## src/rtl/spr_file.sv

```systemverilog
// Special-purpose register file holding the architectural interrupt state.
// Commits interrupt state on jisr, restores on eret, and serves SPR moves.
module spr_file #(
  parameter int W  = 32,
  parameter int AW = 3
) (
  input  logic          clk,
  input  logic          rst_n,
  input  logic          ue,
  input  logic          jisr,
  input  logic          eret,
  input  logic [W-1:0]  sr_in,
  input  logic [W-1:0]  esr_in,
  input  logic [W-1:0]  eca_in,
  input  logic [W-1:0]  epc_in,
  input  logic [W-1:0]  edata_in,
  input  logic          mode_in,
  input  logic          wr_en,
  input  logic [AW-1:0] wr_addr,
  input  logic [W-1:0]  wr_data,
  input  logic [AW-1:0] rd_addr,
  output logic [W-1:0]  rd_data,
  output logic [W-1:0]  sr,
  output logic [W-1:0]  esr,
  output logic [W-1:0]  eca,
  output logic [W-1:0]  epc,
  output logic [W-1:0]  edata,
  output logic [W-1:0]  pto,
  output logic [W-1:0]  ptl,
  output logic          mode,
  output logic          emode,
  output logic          ill_wr
);

  localparam logic [AW-1:0] A_SR    = AW'(0);
  localparam logic [AW-1:0] A_ESR   = AW'(1);
  localparam logic [AW-1:0] A_ECA   = AW'(2);
  localparam logic [AW-1:0] A_EPC   = AW'(3);
  localparam logic [AW-1:0] A_EDATA = AW'(4);
  localparam logic [AW-1:0] A_PTO   = AW'(5);
  localparam logic [AW-1:0] A_PTL   = AW'(6);
  localparam logic [AW-1:0] A_EMODE = AW'(7);

  logic [W-1:0] sr_q, sr_d, esr_q, esr_d, eca_q, eca_d, epc_q, epc_d;
  logic [W-1:0] edata_q, edata_d, pto_q, pto_d, ptl_q, ptl_d;
  logic         mode_q, mode_d, emode_q, emode_d;

  // Priority jisr > eret > wr_en; user-mode writes are dropped.
  always_comb begin
    sr_d    = sr_q;
    esr_d   = esr_q;
    eca_d   = eca_q;
    epc_d   = epc_q;
    edata_d = edata_q;
    pto_d   = pto_q;
    ptl_d   = ptl_q;
    mode_d  = mode_q;
    emode_d = emode_q;
    if (ue) begin
      if (jisr) begin
        sr_d    = sr_in;
        esr_d   = esr_in;
        eca_d   = eca_in;
        epc_d   = epc_in;
        edata_d = edata_in;
        emode_d = mode_q;
        mode_d  = mode_in;
      end else if (eret) begin
        sr_d   = esr_q;
        mode_d = emode_q;
      end else if (wr_en && !mode_q) begin
        case (wr_addr)
          A_SR:    sr_d    = wr_data;
          A_ESR:   esr_d   = wr_data;
          A_ECA:   eca_d   = wr_data;
          A_EPC:   epc_d   = wr_data;
          A_EDATA: edata_d = wr_data;
          A_PTO:   pto_d   = wr_data;
          A_PTL:   ptl_d   = wr_data;
          A_EMODE: emode_d = wr_data[0];
          default: ;
        endcase
      end
    end
  end

  always_ff @(posedge clk or negedge rst_n) begin
    if (!rst_n) begin
      sr_q    <= '0;
      esr_q   <= '0;
      eca_q   <= '0;
      epc_q   <= '0;
      edata_q <= '0;
      pto_q   <= '0;
      ptl_q   <= '0;
      mode_q  <= 1'b0;
      emode_q <= 1'b0;
    end else begin
      sr_q    <= sr_d;
      esr_q   <= esr_d;
      eca_q   <= eca_d;
      epc_q   <= epc_d;
      edata_q <= edata_d;
      pto_q   <= pto_d;
      ptl_q   <= ptl_d;
      mode_q  <= mode_d;
      emode_q <= emode_d;
    end
  end

  // Read path reflects current state only; a same-cycle write shows next cycle.
  always_comb begin
    rd_data = '0;
    case (rd_addr)
      A_SR:    rd_data = sr_q;
      A_ESR:   rd_data = esr_q;
      A_ECA:   rd_data = eca_q;
      A_EPC:   rd_data = epc_q;
      A_EDATA: rd_data = edata_q;
      A_PTO:   rd_data = pto_q;
      A_PTL:   rd_data = ptl_q;
      A_EMODE: rd_data = {{(W-1){1'b0}}, emode_q};
      default: rd_data = '0;
    endcase
  end

  assign ill_wr = wr_en & mode_q & ~jisr & ~eret & ue;

  assign sr    = sr_q;
  assign esr   = esr_q;
  assign eca   = eca_q;
  assign epc   = epc_q;
  assign edata = edata_q;
  assign pto   = pto_q;
  assign ptl   = ptl_q;
  assign mode  = mode_q;
  assign emode = emode_q;

endmodule

```

## config.mk

```make
export PLATFORM = sky130hd
export DESIGN_NAME = spr_file
export DESIGN_NICKNAME = d
export VERILOG_FILES = /design/src/rtl/spr_file.sv
export SDC_FILE = /design/constraint.sdc
export NUM_CORES = 1
export LEC_CHECK = 0
export ABC_CLOCK_PERIOD_IN_PS = 5360
export CORE_AREA = 2 2 178 180
export CTS_BUF_LIST = sky130_fd_sc_hd__clkbuf_2 sky130_fd_sc_hd__clkbuf_4 sky130_fd_sc_hd__clkbuf_8
export CTS_CLUSTER_DIAMETER = 100
export CTS_CLUSTER_SIZE = 8
export DETAILED_ROUTE_END_ITERATION = 10
export DIE_AREA = 0 0 180 182
export GPL_TIMING_DRIVEN = 1
export PLACE_DENSITY = 0.73
export SETUP_SLACK_MARGIN = 0.05
export SYNTH_ARGS = -nofsm -noshare
export SYNTH_HDL_FRONTEND = slang
export SYNTH_SLANG_ARGS = --single-unit
```

## constraint.sdc

```tcl
create_clock -name clk -period 5.36 [get_ports clk]
set_clock_uncertainty 0.1 [all_clocks]
set_input_delay 1.34 -clock clk [delete_from_list [all_inputs] [get_ports clk]]
set_output_delay 1.34 -clock clk [all_outputs]
set_load 0.05 [all_outputs]
```

After elaboration in Yosys (flattened, before gate mapping):

Cells that the tools add are included.

* flip-flop bits (word level): 226
* latch bits: 0
* bits in writable memories: 0
* memory bits (read-only): 0
* bits of input ports: 205
* output and inout bits: 259
* logic and storage cells: 79
* memories: 0

* $add $sub $neg: 0
* $mul: 0
* divide/modulo/power cells: 0
* $lt $le $gt $ge: 0
* equality and inequality tests: 15
* shift-type cells: 0
* multiplexer cells: 27
* bitwise operators: 6
* reduce and logical (&&, ||, !) cells: 22

Operators by type and width (number)
* $mux 32: 20
* $pmux 32 s8: 1
* $eq 3x3->1 const B: 8
* $reduce_and 4->1: 5
* $reduce_bool 2->1: 7
* $eq 3x2->1 const B: 4
* $reduce_and 5->1: 2
* $eq 3x1->1 const B: 2
* $logic_not 3->1: 2
* $mux 1: 6
* $reduce_bool 3->1: 2
* $and 1x1->1: 4
* $reduce_and 3->1: 1
* $ne 2x2->1 const B: 1
* $not 1->1: 2
* $reduce_and 2->1: 1
* $logic_and 1x1->1: 1
* $logic_not 1->1: 1

Logic depth before layout (Yosys ltp):

* depth after elaboration: 5
* mapped depth: 6
* depth with buffers taken out: 3

Worst setup path after synthesis:

Ideal clock, no wire load.

* kind: input to output
* start point: input rd_addr[1]
* end point: output rd_data[0]
* arrival: 3002 ps
* data required time: 3920 ps
* slack: 918 ps
* stages: 5
* buffers on the path: 3
* cell sequence: buf_2 buf_1 clkbuf_1 nand2_1 a21oi_1

* longest elaborated chain between the ends: 2
* elaborated cells on any way between the ends: 9
* classes of those cells: eq/ne (7); mux (1); reduce/logical (1)

RTL lines
* start, declared: RTL line 21 `input logic [AW-1:0] rd_addr,`
* $eq 3x3->1 (tied with other cells): RTL line 114 `case (rd_addr)`
* $pmux 32 s8 (*): RTL line 114
* end, declared: RTL line 22 `output logic [W-1:0] rd_data,`

Every way passes the cells marked *; elsewhere a longest branch is shown, timed or not.

Worst setup path in the final report:

* start point: input rd_addr[2]
* end point: output rd_data[17]

Same word-level chain as after synthesis.

==> impl_results.rst <==
.. list-table::
   :header-rows: 1

   * - Metric
     - Value
   * - Crit-path max cell delay
     - 0.57 ns
   * - Avg Synthesized Cell Area
     - about 11 sq um
   * - Insertion delay to the later sink of the worst-skew pair
     - 0.52 ns
   * - Net total in the final layout
     - 1789
   * - Master of the slowest instance on the critical path
     - sky130_fd_sc_hd__nor2_4
   * - Static Leakage
     - 7.970 nW
   * - Core Rows
     - 65
   * - Largest cells by area after synthesis
     - sky130_fd_sc_hd__dfrtp_1 (46%), sky130_fd_sc_hd__mux2i_1 (18%), sky130_fd_sc_hd__mux2_2 (8.7%)
   * - Largest delay contributor family on the critical path
     - buffers and inverters
   * - Hold violation total from the final report
     - 0
   * - Max IR drop VDD
     - around 0.26 mV
   * - Number of buffers on the longest clock path
     - 3
   * - Total global routing overflow
     - 0
   * - Area added between synthesis and finish
     - 45.80%
   * - Transition time at the pin with the least slew margin
     - 1.125 ns
   * - Post-layout minimum cycle time
     - approximately 4.5 ns
   * - Core Area
     - 30990 sq um
   * - Final sum of negative setup slack
     - 0 ns
   * - Switching fraction of total power
     - 44.75%
   * - First-pass GRT wire length
     - just over 70 mm
   * - Total of cells resized after clock tree synthesis
     - 0
   * - Share of synthesized flip-flops with an asynchronous set or reset
     - 100.0%
   * - Routability Congestion
     - 0.8956
   * - # DRC
     - 0
   * - Inserted Clock Buffers
     - 34
   * - Sequential group share of total power
     - 34.2%
   * - Cell internal power dissipation
     - around 3.8 mW
   * - I/O pins
     - 464
   * - Switching pwr
     - 3.109 mW
   * - Count of state elements after synthesis
     - between 200 and 250
   * - Share of Yosys cell area claimed by the top area cell type
     - 46.22%
   * - Ordered list of cells on the worst path
     - buf_2, buf_4, nor2_4, buf_4, a32oi_1, o211a_1, buf_4
   * - Initial detailed-routing violation count
     - roughly 750
   * - Syn. warnings
     - 0
   * - Endpoint class of the critical path
     - output pin
   * - Sum of buffers and inverters on the critical path
     - 4
   * - Starting density of the core
     - 39.49%
   * - Post-synth design cell area
     - 12240 sq um
   * - Type of origin of the critical path
     - input pin
   * - Largest area contributor in the netlist
     - sky130_fd_sc_hd__dfrtp_1
   * - Via density per instance
     - between 5 and 6
   * - Result of the run
     - completed
   * - Number of port buffers
     - 463
   * - Number of global-route vias before repair
     - 11450
   * - Wirelength per Cell
     - between 20 and 25 microns
   * - HP Class
     - flop to flop
   * - Critical Setup Path Class
     - input pin to output pin
   * - Pre-antenna DRT Iters
     - 5
   * - Top cell by count, worst path
     - sky130_fd_sc_hd__buf_4
   * - Fill count
     - ~2700
   * - Worst-path clk slew
     - roughly 0.060 ns
   * - Max Clock Freq
     - 221.1 MHz
   * - Post-Syn Nets
     - 1348
   * - Critical path data required time
     - a little under 4 ns
   * - Initial antenna violation count
     - 3
   * - CTS Hold Bufs
     - 0
   * - TritonCTS clock tree
     - built
   * - Max Fanout on Critical Path
     - 19
   * - Worst path arrival time
     - roughly 3.1 ns
   * - Post-CTS Setup Bufs
     - 0
   * - Synth unique cells
     - 43
   * - All-layer global routing usage
     - 28.33%
   * - Post-detailed-placement half-perimeter wirelength
     - 33.43 mm
   * - Slew Limit Headroom
     - 24.75%
   * - Unrepaired setup endpoints after global routing
     - no
   * - Total vias in the final route
     - 11060
   * - Post-layout util
     - 57.58%
   * - Routed wire length
     - between 40 and 50 mm
   * - Max Cap Viol
     - 0
   * - Most used flip-flop cell after synthesis
     - sky130_fd_sc_hd__dfrtp_1
   * - Max-slew violation count
     - 0
   * - Worst hold slack after final layout
     - 0.4324 ns
   * - Die boundary width
     - 180 microns
   * - Die outline height
     - ~180 microns
   * - Maximum number of pins on one net before global-route repair
     - 112
   * - Combinational group share of total power
     - between 40% and 50%
   * - Share of final-layout standard cells stronger than drive strength 1
     - 13.24%
   * - Setup Viol. Count Final
     - 0
   * - Cell count after synthesis
     - 1143
   * - CTS sink count
     - 226
   * - Sequential cell area fraction in the yosys report
     - 46.22%
   * - Full die area
     - around 33000 sq um
   * - Power density relative to cell area
     - 389.4 nW/um^2
   * - Portion of the clock cycle consumed by the worst path in the final layout
     - 84.39%
   * - Relative contribution of the clock network to total power
     - 18.3%
   * - DRT antenna net count
     - 0
   * - Clock root buffer master
     - sky130_fd_sc_hd__clkbuf_8
   * - Post-Layout Inst Area
     - 17840 sq um
   * - Cell area reported after detailed placement
     - 17320 sq um
   * - Maximum level of the CTS H-tree
     - 2
   * - Number of synthesized flops with an enable pin
     - 0
## per-stage QoR
| stage | setup slack, ns | std cells | power [mW] |
|---|---|---|---|
| after floorplan | 0.9178 | 1143 | 4.340 |
| after global placement | 0.8593 | 1950 | 5.662 |
| after detailed placement | 0.8462 | 1950 | 5.702 |
| after CTS | 0.8441 | 1988 | 6.988 |
| after global routing | 0.8028 | 1990 | 7.223 |
| final | 0.8366 | 1990 | 6.948 |
## tightest hold or removal path, cell delays in order (launching register included)
cell and delay, ns:
sky130_fd_sc_hd__dfrtp_1 0.38, sky130_fd_sc_hd__inv_1 0.06, sky130_fd_sc_hd__mux2i_1 0.05
## worst paths after layout
check / startpoint / to / slack, ns / cells past startpoint
min in group asynchronous: rst_n / edata[2]$_DFFE_PN0P_ / 0.78 / 1
min reg2reg: eca[6]$_DFFE_PN0P_ / eca[6]$_DFFE_PN0P_ / 0.43 / 2
min: eca[6]$_DFFE_PN0P_ / eca[6]$_DFFE_PN0P_ / 0.43 / 2
max reg2reg: mode$_DFFE_PN0P_ / edata[15]$_DFFE_PN0P_ / 2.85 / 4
max: rd_addr[2] / rd_data[17] / 0.84 / 7
max in group asynchronous: rst_n / epc[7]$_DFFE_PN0P_ / 3.35 / 2
## kinds of logic after synthesis
group / after synthesis / share of synthesized area [%]
compound gates: 264 / 14.24
simple gates: 96 / 4.182
buf+inv: 236 / 7.914
flops: 226 / 46.22
mux: 321 / 27.44
## power groups by stage
stage / Combinational (mW) / Sequential [mW] / Clock (mW)
floorplan: 0.830 / 3.51 / 0
global placement: 3.27 / 2.39 / 0
detailed placement: 3.30 / 2.40 / 0
CTS: 3.31 / 2.38 / 1.30
global route: 3.43 / 2.42 / 1.37
finish: 3.30 / 2.38 / 1.27
## synthesized netlist by cell type (all sizes together), types with 2 or more instances
master / number
dfrtp: 226
mux2i: 223
inv: 154
a21oi: 129
mux2: 96
clkbuf: 44
nand2: 43
buf: 38
nor2b: 34
o21ai: 34
a32oi: 24
o211a: 24
o221ai: 24
o22ai: 7
a221oi: 6
o22a: 6
a22oi: 4
nor2: 3
and2: 2
mux4: 2
nand2b: 2
nand3b: 2
or3b: 2
## cell usage in the layout, fill, tap and decap left out, types with 3 or more instances in the layout
| cell | count |
|---|---|
| sky130_fd_sc_hd__nor2b_1 | 33 |
| sky130_fd_sc_hd__o22ai_1 | 7 |
| sky130_fd_sc_hd__o22a_1 | 6 |
| sky130_fd_sc_hd__buf_2 | 3 |
| sky130_fd_sc_hd__clkdlybuf4s50_1 | 425 |
| sky130_fd_sc_hd__a221oi_1 | 6 |
| sky130_fd_sc_hd__mux2i_1 | 223 |
| sky130_fd_sc_hd__mux2_2 | 94 |
| sky130_fd_sc_hd__buf_4 | 40 |
| sky130_fd_sc_hd__a21oi_1 | 129 |
| sky130_fd_sc_hd__a32oi_1 | 24 |
| sky130_fd_sc_hd__buf_12 | 17 |
| sky130_fd_sc_hd__o211a_1 | 24 |
| sky130_fd_sc_hd__a22oi_2 | 3 |
| sky130_fd_sc_hd__nand2_1 | 42 |
| sky130_fd_sc_hd__clkbuf_8 | 37 |
| sky130_fd_sc_hd__dfrtp_1 | 226 |
| sky130_fd_sc_hd__o21ai_0 | 34 |
| sky130_fd_sc_hd__o221ai_1 | 24 |
| sky130_fd_sc_hd__inv_1 | 154 |
## sequential cells by signal, indices dropped and copies added (netlist names)
signal	cells
eca	32
edata	32
epc	32
esr	32
ptl	32
pto	32
sr	32
emode	1
mode	1
## final cells by class
class	count	area, sq um	share of cell area (%)
Inverter	154	578.1	3.240
Tap cell	402	503.0	2.819
Multi-Input combinational cell	681	5645	31.64
Timing Repair Buffer	487	4936	27.67
Clock inverter	1	8.758	0.04909
Antenna cell	2	5.005	0.02805
Sequential cell	226	5655	31.70
Clock buffer	37	509.2	2.854
## metal layers
metal | vias to the layer above | share of wire, % | GRT usage, %
met3 | 118 | 7.7 | 6.919
met5 | - | 0.021 | 0
met4 | 2 | 4.0 | 11.38
met1 | 5452 | 39 | 33.64
met2 | 563 | 49 | 49.29
li1 | 4925 | - | -
No activity file was read; power rests on OpenSTA's default activity.
